===== src/rtl/net_bus_packer.sv =====
// Byte-stream to NetBus flit packer: gathers up to DATA_WIDTH bytes per flit
// in an assembly register, then hands each closed flit to a single output register.
module net_bus_packer #(
  parameter int DATA_WIDTH = 4,
  parameter int DEST_WIDTH = 8
) (
  input  logic                       CLK,
  input  logic                       RESET,
  input  logic [7:0]                 IN_DATA,
  input  logic [DEST_WIDTH-1:0]      IN_DEST,
  input  logic                       IN_LAST,
  input  logic                       IN_VALID,
  output logic                       IN_READY,
  output logic [DATA_WIDTH*9+13:0]   WDATA,
  output logic                       WVALID,
  input  logic                       WREADY,
  output logic [15:0]                PKT_COUNT
);

  localparam int LW = $clog2(DATA_WIDTH + 1);

  typedef enum logic { S_IDLE, S_OPEN } state_t;

  // Handshakes: a byte moves on IN_VALID & IN_READY, a flit moves on
  // WVALID & WREADY; neither side may make valid depend on ready.
  state_t                    state;
  logic [DATA_WIDTH*9-1:0]   lanes;
  logic [LW-1:0]             lidx;
  logic [DEST_WIDTH-1:0]     dest_q;
  logic                      sop_pend;
  logic                      eop_pend;
  logic [DATA_WIDTH*9+13:0]  wdata_q;
  logic                      wvalid_q;
  logic [15:0]               pkt_cnt;

  logic                      closed;
  logic                      xfer;
  logic                      accept;
  logic [DATA_WIDTH*9-1:0]   base_lanes;
  logic [LW-1:0]             base_lidx;
  logic [DATA_WIDTH*9-1:0]   lanes_nxt;

  assign closed   = (lidx == LW'(DATA_WIDTH)) | eop_pend;
  assign xfer     = closed & (!wvalid_q | WREADY);
  assign IN_READY = !closed | !wvalid_q | WREADY;
  assign accept   = IN_VALID & IN_READY;

  // A transfer empties the assembly register first, so a byte taken in the
  // same cycle lands in lane 0 of the next flit.
  always_comb begin
    base_lanes = xfer ? '0 : lanes;
    base_lidx  = xfer ? '0 : lidx;
    lanes_nxt  = base_lanes;
    for (int k = 0; k < DATA_WIDTH; k++) begin
      if (accept && (base_lidx == LW'(k))) begin
        lanes_nxt[k*9 +: 9] = {1'b1, IN_DATA};
      end
    end
  end

  always_ff @(posedge CLK) begin
    if (RESET) begin
      state    <= S_IDLE;
      lanes    <= '0;
      lidx     <= '0;
      dest_q   <= '0;
      sop_pend <= 1'b0;
      eop_pend <= 1'b0;
      wdata_q  <= '0;
      wvalid_q <= 1'b0;
      pkt_cnt  <= '0;
    end else begin
      if (wvalid_q && WREADY && wdata_q[9]) begin
        pkt_cnt <= pkt_cnt + 16'd1;
      end

      if (xfer) begin
        wdata_q  <= {lanes, 4'b0000, eop_pend, sop_pend, dest_q};
        wvalid_q <= 1'b1;
      end else if (wvalid_q && WREADY) begin
        wvalid_q <= 1'b0;
      end

      lanes <= lanes_nxt;
      if (xfer) begin
        lidx     <= '0;
        sop_pend <= 1'b0;
        eop_pend <= 1'b0;
      end

      // Later assignments override the transfer clears above.
      if (accept) begin
        lidx     <= base_lidx + LW'(1);
        eop_pend <= IN_LAST;
        if (state == S_IDLE) begin
          dest_q   <= IN_DEST;
          sop_pend <= 1'b1;
        end
        state <= IN_LAST ? S_IDLE : S_OPEN;
      end
    end
  end

  assign WDATA     = wdata_q;
  assign WVALID    = wvalid_q;
  assign PKT_COUNT = pkt_cnt;

endmodule


===== config.mk =====
export PLATFORM = sky130hd
export DESIGN_NAME = net_bus_packer
export DESIGN_NICKNAME = d
export VERILOG_FILES = /design/src/rtl/net_bus_packer.sv
export SDC_FILE = /design/constraint.sdc
export NUM_CORES = 1
export LEC_CHECK = 0
export BUFFER_PORTS_ARGS = -buffer_cell sky130_fd_sc_hd__buf_4
export CAP_MARGIN = 20
export CORE_ASPECT_RATIO = 1.5
export CORE_UTILIZATION = 40
export DETAILED_ROUTE_END_ITERATION = 12
export PLACE_DENSITY_LB_ADDON = 0.05
export SYNTH_ARGS = -nofsm -noshare
export SYNTH_HDL_FRONTEND = slang
export SYNTH_SLANG_ARGS = --single-unit
export TNS_END_PERCENT = 1

===== constraint.sdc =====
create_clock -name CLK -period 2.4 [get_ports CLK]
set_clock_uncertainty 0.1 [all_clocks]
set_input_delay 0.36 -clock CLK [delete_from_list [all_inputs] [get_ports CLK]]
set_output_delay 0.36 -clock CLK [all_outputs]
set_load 0.05 [all_outputs]

==> Yosys cells after proc, flatten, opt, wreduce, memory -nomap -nowiden <==
Index checks and enable logic that the tools add are counted.
{ "op_classes": {"reduce_logical": 16, "n_eq_ne": 4, "bitwise": 7, "addsub": 2, "n_mux": 15} }
{ "ops": {"columns": ["operator", "count"], "rows": [
  ["36-bit 2-to-1 mux", 1],
  ["9-bit 2-to-1 mux", 4],
  ["16-bit by 1-bit adder with 16-bit output (second input constant)", 1],
  ["2-bit nonzero test", 6],
  ["1-bit 2-to-1 mux", 8],
  ["3-bit by 2-bit == test with 1-bit output (second input constant)", 2],
  ["1-bit logical AND", 6],
  ["3-bit 2-to-1 mux", 2],
  ["1-bit bitwise OR", 4],
  ["3-bit by 1-bit adder with 3-bit output (second input constant)", 1],
  ["3-bit by 1-bit == test with 1-bit output (second input constant)", 1],
  ["3-bit == test (second input constant)", 1],
  ["3-bit logical NOT", 1],
  ["1-bit bitwise AND", 2],
  ["1-bit logical NOT", 2],
  ["2-bit AND reduction", 1],
  ["1-bit NOT", 1]
]} }
{ "word_totals": {"wordCells": 56, "output_inout_bits": 68, "in_bits": 21, "ff_bits": 113} }

==> Logic depth before layout (Yosys ltp) <==
{ "logic_depth": {"ltp_word": 8, "ltp_mapped": 14, "ltp_nobuf": 10} }

==> Worst setup path after synthesis <==
No wires, ideal clock.
{ "synth_path": {"path_type": "reg-to-reg", "from": "register wvalid_q, in the netlist WVALID", "to": "register lanes[18]", "arrival_time_ns": 2.678, "path_slack_ns": -0.470, "n_path_buf": 3, "synth_period_minus_slack_ns": 2.870, "t_required_ns": 2.208, "stages_incl_launch_ff": 12, "setup_time_ns": 0.092, "cell_sequence": "dfxtp_1 > nand2b_1 > clkbuf_1 > o21ai_1 > buf_2 > buf_2 > nand2_1 > ha_1 > nor4bb_1 > a41oi_2 > nand2_1 > o32ai_1"} }
{ "synth_via": {"elab_chain_cells": 7, "elab_cells_between_ends": 11, "cone_classes": "eq/ne: 1; mux: 2; bitwise: 5; reduce/logical: 3"} }
{ "synth_rtl": {"columns": ["item", "line_no", "source"], "rows": [
  ["start: declaration", "33", "logic wvalid_q;"],
  ["start signal: assignment", "70", "wvalid_q <= 1'b0;"],
  ["start signal: assignment", "79", "wvalid_q <= 1'b1;"],
  ["start signal: assignment", "81", "wvalid_q <= 1'b0;"],
  ["1-bit logical NOT *", "44, 45", null],
  ["1-bit bitwise OR", "44", "assign xfer = closed & (!wvalid_q | WREADY);"],
  ["1-bit bitwise AND", "44", null],
  ["3-bit 2-to-1 mux", null, null],
  ["3-bit by 2-bit == test with 1-bit output", "55", "if (accept && (base_lidx == LW'(k))) begin"],
  ["1-bit logical AND", "55", null],
  ["9-bit 2-to-1 mux or 2-bit nonzero test (tied branches)", null, null],
  ["end signal: assignment", "84", "lanes <= lanes_nxt;"],
  ["end: declaration", "27", "logic [DATA_WIDTH*9-1:0] lanes;"]
]} }
Mark *: on every way between the ends. The rest lies on a longest branch, timed or not.
A chain may end at the register's enable or synchronous reset.

==> Final worst setup path <==
{ "layout_path": {"from": "register lidx[2]", "to": "register lanes[28]"} }
{ "layout_via": {"elab_chain_cells": 8, "elab_cells_between_ends": 12, "cone_classes": "eq/ne: 2; mux: 2; bitwise: 5; reduce/logical: 3"} }
{ "layout_rtl": {"columns": ["item", "line_no", "source"], "rows": [
  ["start: declaration", "28", "logic [LW-1:0] lidx;"],
  ["start signal: assignment", "93", "lidx <= base_lidx + LW'(1);"],
  ["3-bit == test", "43", "assign closed = (lidx == LW'(DATA_WIDTH)) | eop_pend;"],
  ["1-bit bitwise OR", "43", null],
  ["1-bit logical NOT", "45", "assign IN_READY = !closed | !wvalid_q | WREADY;"],
  ["1-bit bitwise OR (2 in series)", "45", null],
  ["1-bit bitwise AND", "46", "assign accept = IN_VALID & IN_READY;"],
  ["1-bit logical AND", "55", null],
  ["9-bit 2-to-1 mux or 2-bit nonzero test (tied branches)", null, null]
]} }
Several ways; a longest one is shown, not always the timed one.

==> flow_metrics.env <==
export IMPL_setup_viol=0
export IMPL_grt_pass1_wl_um=16500
export IMPL_drt_vias_per_instance=4.92
export IMPL_drc=0
export IMPL_synth_top_area_share=0.518
export IMPL_area_growth_pct=32.5
export IMPL_synth_compound_area_share=0.164
export IMPL_hold_viol_final=0
export IMPL_use_met1=0.214
export IMPL_reg2reg_from="lidx[2]"
export IMPL_post_cts_resized=0
export IMPL_synth_area_um2=4370
export IMPL_die_height_um=130
export IMPL_cts_made_buffers=17
export IMPL_yosysUniqueCellTypes=45
export IMPL_cts_tree="built"
export IMPL_hpwl_um=6880
export IMPL_finalCriticalPeriod_ns=2.08
export IMPL_core_um2=10600
export IMPL_max_vdd_ir_drop_uv=511
export IMPL_ys_warn_count=0
export IMPL_synth_simple_area_share=0.189
export IMPL_clockRootBuffer="clkbuf_16"
export IMPL_place_gp_congestion=0.791
export IMPL_io_buffers=84
export IMPL_drv_slew=0
export IMPL_hp_start="IN_LAST"
export IMPL_postCtsSetupRepairBufs=0
export IMPL_critical_path_arrival_ns=2.29
export IMPL_grt_max_degree=46
export IMPL_antenna_found_initial=0
export IMPL_holdBufCountCts=0
export IMPL_synth_top_family_by_area="simple AND/OR/NAND/NOR gates"
export IMPL_fin_nets=614
export IMPL_yosys_top_cells_area="dfxtp_1, nand2_1, a21oi_1, o32ai_1, inv_1"
export IMPL_busiest_layer="met2"
export IMPL_drt_iter0_drc=142
export IMPL_p_leak_nw=2.24
export IMPL_ys_seq_area_frac=0.518
export IMPL_hold_end="state"
export IMPL_worstPathRequired_ns=2.60
export IMPL_htreeDepth=4
export IMPL_ys_seq_elements=113
export IMPL_rsz0062_at_grt="false"
export IMPL_vias=3666
export IMPL_fp_dieW_um=87.3
export IMPL_worst_pin_slew_ns=0.512
export IMPL_synth_xor_area_frac=0.0180
export IMPL_avgSynthCellArea_um2=8.72
export IMPL_total_power_w=0.00476
export IMPL_slew_limit_headroom=0.658
export IMPL_drtAntennaViolNets=0
export IMPL_insertedDiodeCount=0
export IMPL_overflow=0
export IMPL_synthAdderAreaFrac=0.0143
export IMPL_grt_pass1_vias=3498
export IMPL_status="finished, final reports clean"
export IMPL_yosysTopAreaCell="dfxtp_1"
export IMPL_cap_violations=0
export IMPL_die_area_um2=11400
export IMPL_timing_fmax_ghz=0.480
export IMPL_finalWirelength_um=10100
export IMPL_async_reset_ff_frac=0
export IMPL_synthMuxAreaShare=0.0281
export IMPL_ioPinCount=89
export IMPL_clk_path_buf_depth=2
export IMPL_cts_sinks=113
export IMPL_first_pass_iters=4
export IMPL_post_drt_wl_per_cell_um=13.6
export IMPL_met3_usage=0.0462
export IMPL_use_met2=0.333
export IMPL_synth_edff_count=0
export IMPL_synthCells=501
export IMPL_rr_endpoint="lanes[28]"
export IMPL_fin_setup_tns_ns=0
export IMPL_whs_ns=0.0722
export IMPL_endpoint_kind="register"
export IMPL_p_per_area_nw_per_um2=822
export IMPL_grt_usage=0.188
export IMPL_start_util=0.413
export IMPL_setup_worst_path_start_class="register"
export IMPL_fin_crit_sh=0.867
export IMPL_reg2reg_depth=10
export IMPL_clk_insertion_delay_late_ns=0.40
export IMPL_reg2reg_setup_slack_ns=0.32
export IMPL_rows=46
export IMPL_hold_class="in2reg"
export IMPL_cp_max_fo=8
export IMPL_clkSlewWorstSetupHoldPaths_ns=0.05
export IMPL_hold_depth=2
export IMPL_synth_flop_cell="dfxtp_1"
export IMPL_layout_drive_gt1_share=0.248
export IMPL_worstSetupPathType="reg2reg"
==> kinds of logic (layout without fill, tap and decap cells) <==
group | count (synthesis) | after routing
and+or+nand+nor | 182 | 182
DFF | 113 | 113
AOI/OAI and AO/OA | 107 | 107
buffers and inverters | 72 | 169
muxes | 12 | 12
xor gates and xnor gates | 9 | 9
adders and majority gates | 5 | 5
other | 1 | 4
==> critical path: stages, from the launching register on <==
cell and delay (ns):
dfxtp_2 0.38, nor3b_4 0.26, o21ai_4 0.10, nand2_2 0.09
inv_2 0.04, ha_1 0.19, ha_1 0.19, nand3b_1 0.08
o22a_1 0.17, nand2_2 0.12, o32ai_1 0.27
==> power by group <==
part | internal [W] | switching, W | total [W]
sequential | 0.00193 | 0.0000353 | 0.00197
combinational | 0.000120 | 0.000220 | 0.000341
clock | 0.00158 | 0.000874 | 0.00245
==> cell usage in the layout, fill, tap and decap left out, types with 4 or more instances in the layout <==
master     Yosys  routed
nor3_1         4       4
a21oi_1       58      58
clkinv_4       0       4
conb_1         1       4
o32ai_1       33      33
nand2_2        0       4
nor2_1        25      25
inv_1         37      36
nand2_1      111     107
nand3_1        7       7
nand2b_1      11      11
nor2b_1        4       4
xnor2_1        7       7
ha_1           5       4
mux2i_1       10      10
clkbuf_16      0      17
buf_4          4      99
clkinv_2       0       4
dfxtp_1      113     110
==> layer usage <==
layer  part of all wire  wire, um
met4              0.014       140
met5                  0         0
met1               0.44      4430
met2               0.51      5170
met3              0.037       371
==> cells in the mapped netlist, types with 2 or more instances <==
cell	instances
o32ai_1	33
o21ai_1	4
nand3b_1	3
ha_1	5
clkbuf_1	17
buf_2	11
a21oi_1	58
nand4_1	2
inv_1	37
nor2_1	25
buf_4	4
xor2_1	2
nor4bb_1	2
mux2_1	2
nand2b_1	11
nor4_1	2
a41oi_2	2
buf_1	3
dfxtp_1	113
xnor2_1	7
nor2b_1	4
nor3_1	4
or3_1	3
nand3_1	7
nand2_1	111
mux2i_1	10
==> sequential cells by signal (all words and copies together), names as in the netlist <==
signal     count
WDATA         46
lanes         36
PKT_COUNT     16
dest_q         8
lidx           3
WVALID         1
eop_pend       1
sop_pend       1
state          1
==> through the flow <==
step                      setup WS [ns]   util  cells  area [um2]
after CTS                         0.306  0.547    745        5790
after detailed placement          0.192  0.491    713        5200
final                             0.318  0.547    745        5790
after global placement            0.239  0.491    713        5200
after floorplan                 0.00602      -    504        4430
after global routing              0.148  0.547    745        5790
==> area by class of cell <==
cell class	instances	area, um2
repair buffers	100	763
multi-input cells	319	1850
flip-flops and latches	113	2270
inverters	37	139
well taps	144	180
clock buffers	19	453
fillers	1079	4800
clock inverters	13	138
==> how the worst max path moves through the flow <==
stage | start | to | slack, ns | cells after the start
final | lidx[2] | lanes[28] | 0.32 | 10
after global routing | lidx[2] | lanes[33] | 0.15 | 10
after CTS | lidx[2] | lanes[29] | 0.31 | 10
after detailed placement | WREADY | lanes[10] | 0.19 | 10
after global placement | WREADY | lanes[10] | 0.24 | 10
after floorplan | lidx[2] | lanes[10] | 0.006 | 11
No activity file was read; power rests on OpenSTA's default activity.
